File: config.mk
export PLATFORM = sky130hd
export DESIGN_NAME = pll_reset_sequencer
export DESIGN_NICKNAME = d
export VERILOG_FILES = /design/src/rtl/pll_reset_sequencer.sv
export SDC_FILE = /design/constraint.sdc
export NUM_CORES = 1
export LEC_CHECK = 0
export ABC_AREA = 1
export BUFFER_PORTS_ARGS = -buffer_cell sky130_fd_sc_hd__buf_2
export CORE_UTILIZATION = 40
export DETAILED_ROUTE_END_ITERATION = 8
export GPL_TIMING_DRIVEN = 1
export PLACE_DENSITY_LB_ADDON = 0.1
export SLEW_MARGIN = 20
export SYNTH_ARGS = -nofsm -noshare
export SYNTH_HDL_FRONTEND = slang
export SYNTH_SLANG_ARGS = --single-unit
File: constraint.sdc
create_clock -name clkin -period 2.59 [get_ports clkin]
set_input_delay 0.259 -clock clkin [delete_from_list [all_inputs] [get_ports clkin]]
set_output_delay 0.259 -clock clkin [all_outputs]
set_load 0.005 [all_outputs]
File: src/rtl/pll_reset_sequencer.sv
// pll_reset_sequencer
//   Supervises the 27 MHz -> 81 MHz PLL from the crystal domain. It pulses the
//   PLL reset, then waits for lock with a timeout and a bounded number of
//   attempts. Lock must then stay stable for a full window before downstream
//   system reset is released. A lock loss or a software relock request starts
//   the sequence again. Repeated timeouts latch FAULT until rst_n.
//
// Ports
//   clkin       in   27 MHz crystal clock, all logic on its rising edge
//   rst_n       in   asynchronous active-low reset
//   pll_lock    in   raw PLL lock, asynchronous to clkin
//   relock_req  in   single-cycle re-sequence request, honoured only in RUN
//   pll_reset   out  PLL RESET input, active high
//   sys_rst_n   out  active-low reset for the 81 MHz logic. It asserts
//                    asynchronously with rst_n and deasserts on clkin.
//   ready       out  high only in RUN
//   fault       out  high only in FAULT, latched until rst_n
//   loss_cnt    out  saturating count of lock losses seen in RUN
//   retry_cnt   out  saturating count of lock-wait timeouts
//
// Configuration
//   PLL_SEQ_STATUS_EN : when defined, loss_cnt/retry_cnt are real counters.
//                       When undefined, both ports read 8'd0 and no counter
//                       flops are built.

module pll_reset_sequencer #(
  parameter int unsigned RST_CYCLES    = 16,
  parameter int unsigned LOCK_TIMEOUT  = 270000,
  parameter int unsigned STABLE_CYCLES = 27000,
  parameter int unsigned MAX_RETRIES   = 4,
  parameter int unsigned CNT_W         = 20
) (
  input  logic       clkin,
  input  logic       rst_n,
  input  logic       pll_lock,
  input  logic       relock_req,
  output logic       pll_reset,
  output logic       sys_rst_n,
  output logic       ready,
  output logic       fault,
  output logic [7:0] loss_cnt,
  output logic [7:0] retry_cnt
);

  localparam int unsigned ATT_W     = 4;
  localparam int unsigned ATT_CMP_W = ATT_W + 1;
  localparam int unsigned STAT_W    = 8;

  localparam logic [CNT_W-1:0]     RST_LAST    = CNT_W'(RST_CYCLES - 1);
  localparam logic [CNT_W-1:0]     LOCK_LAST   = CNT_W'(LOCK_TIMEOUT - 1);
  localparam logic [CNT_W-1:0]     STABLE_LAST = CNT_W'(STABLE_CYCLES - 1);
  localparam logic [ATT_CMP_W-1:0] ATT_LIMIT   = ATT_CMP_W'(MAX_RETRIES);

  typedef enum logic [2:0] {
    ST_RESET_PLL = 3'd0,
    ST_WAIT_LOCK = 3'd1,
    ST_STABLE    = 3'd2,
    ST_RUN       = 3'd3,
    ST_FAULT     = 3'd4
  } state_e;

  state_e             state_q, state_d;
  logic [CNT_W-1:0]   cnt_q, cnt_d;
  logic [ATT_W-1:0]   att_q, att_d;
  logic [1:0]         sync_q;
  logic               lock_s;

  logic pll_reset_q, pll_reset_d;
  logic sys_rst_n_q, sys_rst_n_d;
  logic ready_q,     ready_d;
  logic fault_q,     fault_d;

  // Two-flop synchronizer for the asynchronous lock input
  always_ff @(posedge clkin or negedge rst_n) begin
    if (!rst_n) begin
      sync_q <= 2'b00;
    end else begin
      sync_q <= {sync_q[0], pll_lock};
    end
  end

  assign lock_s = sync_q[1];

  // State register together with the shared phase counter and attempt counter
  always_ff @(posedge clkin or negedge rst_n) begin
    if (!rst_n) begin
      state_q <= ST_RESET_PLL;
      cnt_q   <= '0;
      att_q   <= '0;
    end else begin
      state_q <= state_d;
      cnt_q   <= cnt_d;
      att_q   <= att_d;
    end
  end

  // Next-state logic. The phase counter clears on every state change.
  always_comb begin
    state_d = state_q;
    cnt_d   = cnt_q + CNT_W'(1);
    att_d   = att_q;

    unique case (state_q)
      ST_RESET_PLL: begin
        if (cnt_q == RST_LAST) begin
          state_d = ST_WAIT_LOCK;
        end
      end

      ST_WAIT_LOCK: begin
        if (lock_s) begin
          state_d = ST_STABLE;
        end else if (cnt_q == LOCK_LAST) begin
          // Timed-out attempt; the old attempt count decides retry vs fault
          att_d = att_q + ATT_W'(1);
          if (({1'b0, att_q} + ATT_CMP_W'(1)) == ATT_LIMIT) begin
            state_d = ST_FAULT;
          end else begin
            state_d = ST_RESET_PLL;
          end
        end
      end

      ST_STABLE: begin
        // A lock glitch gives a fresh lock-wait budget and does not count as a timeout
        if (!lock_s) begin
          state_d = ST_WAIT_LOCK;
        end else if (cnt_q == STABLE_LAST) begin
          state_d = ST_RUN;
          att_d   = '0;
        end
      end

      ST_RUN: begin
        cnt_d = cnt_q;
        if (!lock_s || relock_req) begin
          state_d = ST_RESET_PLL;
        end
      end

      ST_FAULT: begin
        cnt_d = cnt_q;
      end

      default: begin
        state_d = ST_RESET_PLL;
      end
    endcase

    if (state_d != state_q) begin
      cnt_d = '0;
    end
  end

  // Output decode from the upcoming state, so outputs move on the transition edge
  always_comb begin
    pll_reset_d = 1'b0;
    sys_rst_n_d = 1'b0;
    ready_d     = 1'b0;
    fault_d     = 1'b0;

    unique case (state_d)
      ST_RESET_PLL: pll_reset_d = 1'b1;
      ST_WAIT_LOCK: pll_reset_d = 1'b0;
      ST_STABLE:    pll_reset_d = 1'b0;
      ST_RUN: begin
        sys_rst_n_d = 1'b1;
        ready_d     = 1'b1;
      end
      ST_FAULT: begin
        pll_reset_d = 1'b1;
        fault_d     = 1'b1;
      end
      default:      pll_reset_d = 1'b1;
    endcase
  end

  // Output registers; sys_rst_n asserts asynchronously with rst_n
  always_ff @(posedge clkin or negedge rst_n) begin
    if (!rst_n) begin
      pll_reset_q <= 1'b1;
      sys_rst_n_q <= 1'b0;
      ready_q     <= 1'b0;
      fault_q     <= 1'b0;
    end else begin
      pll_reset_q <= pll_reset_d;
      sys_rst_n_q <= sys_rst_n_d;
      ready_q     <= ready_d;
      fault_q     <= fault_d;
    end
  end

  assign pll_reset = pll_reset_q;
  assign sys_rst_n = sys_rst_n_q;
  assign ready     = ready_q;
  assign fault     = fault_q;

`ifdef PLL_SEQ_STATUS_EN
  logic              loss_ev_c;
  logic              timeout_ev_c;
  logic [STAT_W-1:0] loss_cnt_q;
  logic [STAT_W-1:0] retry_cnt_q;

  // A lock loss in RUN takes priority over a coincident relock request
  assign loss_ev_c    = (state_q == ST_RUN) && !lock_s;
  assign timeout_ev_c = (state_q == ST_WAIT_LOCK) && !lock_s && (cnt_q == LOCK_LAST);

  // Saturating status counters, cleared only by rst_n
  always_ff @(posedge clkin or negedge rst_n) begin
    if (!rst_n) begin
      loss_cnt_q  <= '0;
      retry_cnt_q <= '0;
    end else begin
      if (loss_ev_c && (loss_cnt_q != {STAT_W{1'b1}})) begin
        loss_cnt_q <= loss_cnt_q + STAT_W'(1);
      end
      if (timeout_ev_c && (retry_cnt_q != {STAT_W{1'b1}})) begin
        retry_cnt_q <= retry_cnt_q + STAT_W'(1);
      end
    end
  end

  assign loss_cnt  = loss_cnt_q;
  assign retry_cnt = retry_cnt_q;
`else
  assign loss_cnt  = STAT_W'(0);
  assign retry_cnt = STAT_W'(0);
`endif

endmodule

==> metrics <==
DP Cell Count=approximately 330; R2R Path End=cnt_q[2]$_DFFE_PN0P_; max incr delay on CP=0.45 ns; grt ovf=0; DR pass1 iterations=4; Rows=25; input/output buffers=7; CP Capture Type=flip-flop; Leakage Power=a little over 1 nW; IO Count=24; Slew Viols, Final=0; routability cong.=approximately 0.79; CTS tree=built; Worst slew margin=approximately half; # hold bufs at CTS=0; largest net degree at the start of global routing=33; CTS buffer count=5; Die W=73.4 µm; Power, Total=1.51 mW; setup_tns=0 ns; cell mode on critical path=nand2_1; layout overhead on the synthesized area=5.40%; post-synthesis sequential area ratio=between 30% and 40%; fin area=approximately 2100 µm²; critical path's slowest cell=nand2_2; DR WL/cell=11.4 µm; area leader, netlist=dfrtp_1; root buffer cell=clkbuf_8; via/cell ratio=roughly 4.6; diode count=0; CTS resizes=0; nets@finish=274; vias in the first global route=between 1,000 and 1,500; VDD IR max=~0.28 mV; antenna violations before repair=0; Max Root-Sink Buffers=2; DRC Markers=0; status=finished, final reports clean; DP Area=slightly above 2000 µm²; Worst Path Required=2.74 ns; Worst Hold Class=in2async; share of cells above drive strength 1=about 22%; DIE AREA=between 5000 and 6000 µm²; Crit path max-delay family=simple AND/OR/NAND/NOR gates; post-synthesis average cell area=7.90 µm²; Routed Antenna Nets=0; Fin. Hold Viols=0; Critical R2R Launch=cnt_q[0]$_DFFE_PN0P_; worst path bufs/invs=1; fin cells=between 300 and 400; Core ar.=a little under 5000 µm²; commonest cells after routing, fill and taps aside=49 x nand2_1, 31 x nor2_1, 31 x dfrtp_1; Final Cycle Share=between 70% and 80%; clk_lat worst skew=0.28 ns; met1 usage=between 20% and 30%; Critical Path Start Type=flip-flop; CP Max Fanout=20; gr busiest metal=met2; commonest non-fill, non-tap cell in the layout=nand2_1; Synth area leaders=dfrtp_1 38%, nand2_1 9.0%, nor2_2 7.1%; Post-DP HPWL=approximately 2800 µm; Pwr Density=between 700 and 800 nW/µm²; # Post-CTS Setup Buffers=0; Worst Reg2Reg Path Length in Cells=13; met3 GRT Util=~4.3%; kind of critical path=reg2reg; fmax=between 0.5 and 0.6 GHz; Clock transition at path regs=0.07 ns; Gate Count Post-Synth=258; Die H=73.4 µm; Final Critical Period=between 1.5 and 2 ns; RSZ-0062 raised after global routing=false; CTS Sinks=32; Ys Warns=0; Final setup viols=0; skew final=approximately 0.004 ns; Mapped Area=~2000 µm²; worst path cell trace=ha_1 > nand2_1 > inv_1 > nand2_1 > nor2_2 > nand3_1 > nand2_1 > nand2_2 > nand3_4 > nand2_1 > nand2_1 > nand2_2 > nor2_2; GRT Total Usage=roughly 16%; R2R Setup Slk=approximately 0.6 ns; Synth top area share=approximately two fifths; 1st-iter DRT viols=54; starting density of the core=around 42%; GR met2 Demand/Resource=between 20% and 30%; # H-tree levels=2; Yosys cell types=30; routed via count=about 1,500; #FFs+latches synth=32; max-cap check violation count=0; Worst Max-Slew Pin Slew=just over 0.7 ns; first-pass GRT wire length=approximately 6600 µm; Final Core Density=roughly 45%; CP arrival=~2.1 ns; aggregate routed wire length=approximately 3800 µm
==> per-stage QoR <==
stage | setup slack (ns) | hold slack (ns)
2_1_floorplan | 1.01 | -0.0366
3_3_place_gp | 0.600 | 0.340
3_5_place_dp | 0.569 | 0.340
4_1_cts | 0.549 | 0.0557
5_1_grt | 0.346 | 0.0747
6_report | 0.602 | 0.0314
==> cell type report <==
class / count / area, µm²
Inverter: 29 / 110
Fill cell: 515 / 2670
Tap cell: 67 / 83.8
Multi-Input combinational cell: 192 / 1020
Clock inverter: 2 / 10.0
Clock buffer: 6 / 82.6
Sequential cell: 32 / 802
Timing Repair Buffer: 7 / 35.0
==> logic make-up (layout without fill, tap and decap cells) <==
kind of cell               count (synthesis)  in the layout  share of synthesized area, %
and+or+nand+nor                          149            149                          36.3
xor gates and xnor gates                  17             17                          7.30
DFF                                       32             32                          39.3
other                                      1             16                         0.184
buffers and inverters                     49             44                          13.1
AOI/OAI and AO/OA                          7              7                          1.84
adders and majority gates                  3              3                          1.84
==> power breakdown <==
group	switching, mW	total [mW]	internal (mW)
Clock	0.182	0.394	0.212
Sequential	0.0553	0.614	0.559
Combinational	0.365	0.501	0.135
Total	0.603	1.51	0.906
==> synth_stat cells <==
cell type and count:
nand2_1 49, dfrtp_1 31, nor2_1 31, inv_1 23
nor2_2 23, buf_4 18, nand3_1 16, xor2_1 13
nand2_2 8, nor3_1 7, nand4_1 6, inv_2 4
xnor2_1 4, ha_1 3, o21ai_0 3, a21oi_1 2
buf_6 2, nand3_2 2, nor3_2 2, a31oi_1 1
clkinv_1 1, clkinv_2 1, conb_1 1, dfstp_2 1
nand2_4 1, nand3_4 1, nand3b_1 1, nor2_4 1
nor4_1 1, o22ai_1 1
==> state kept, by name (all words and copies together), names as in the netlist <==
register,count
ready,1
sync_q,2
cnt_q,20
state_q,3
pll_reset,1
att_q,4
fault,1
==> metal layers <==
metal	share of wire (%)	wire length (µm)
met4	1.5	58
met5	0	0
met1	49	1890
met2	46	1750
met3	3.2	123
==> how the worst max path moves through the flow <==
stage	start	endpoint	slack, ns	cells past startpoint
floorplan	cnt_q[0]$_DFFE_PN0P_	cnt_q[8]$_DFFE_PN0P_	1.01	14
global placement	cnt_q[0]$_DFFE_PN0P_	cnt_q[1]$_DFFE_PN0P_	0.60	13
detailed placement	cnt_q[0]$_DFFE_PN0P_	cnt_q[1]$_DFFE_PN0P_	0.57	13
CTS	cnt_q[0]$_DFFE_PN0P_	cnt_q[2]$_DFFE_PN0P_	0.55	13
global route	cnt_q[0]$_DFFE_PN0P_	cnt_q[1]$_DFFE_PN0P_	0.35	13
finish	cnt_q[0]$_DFFE_PN0P_	cnt_q[2]$_DFFE_PN0P_	0.60	13
No activity file was read; power rests on OpenSTA's default activity.
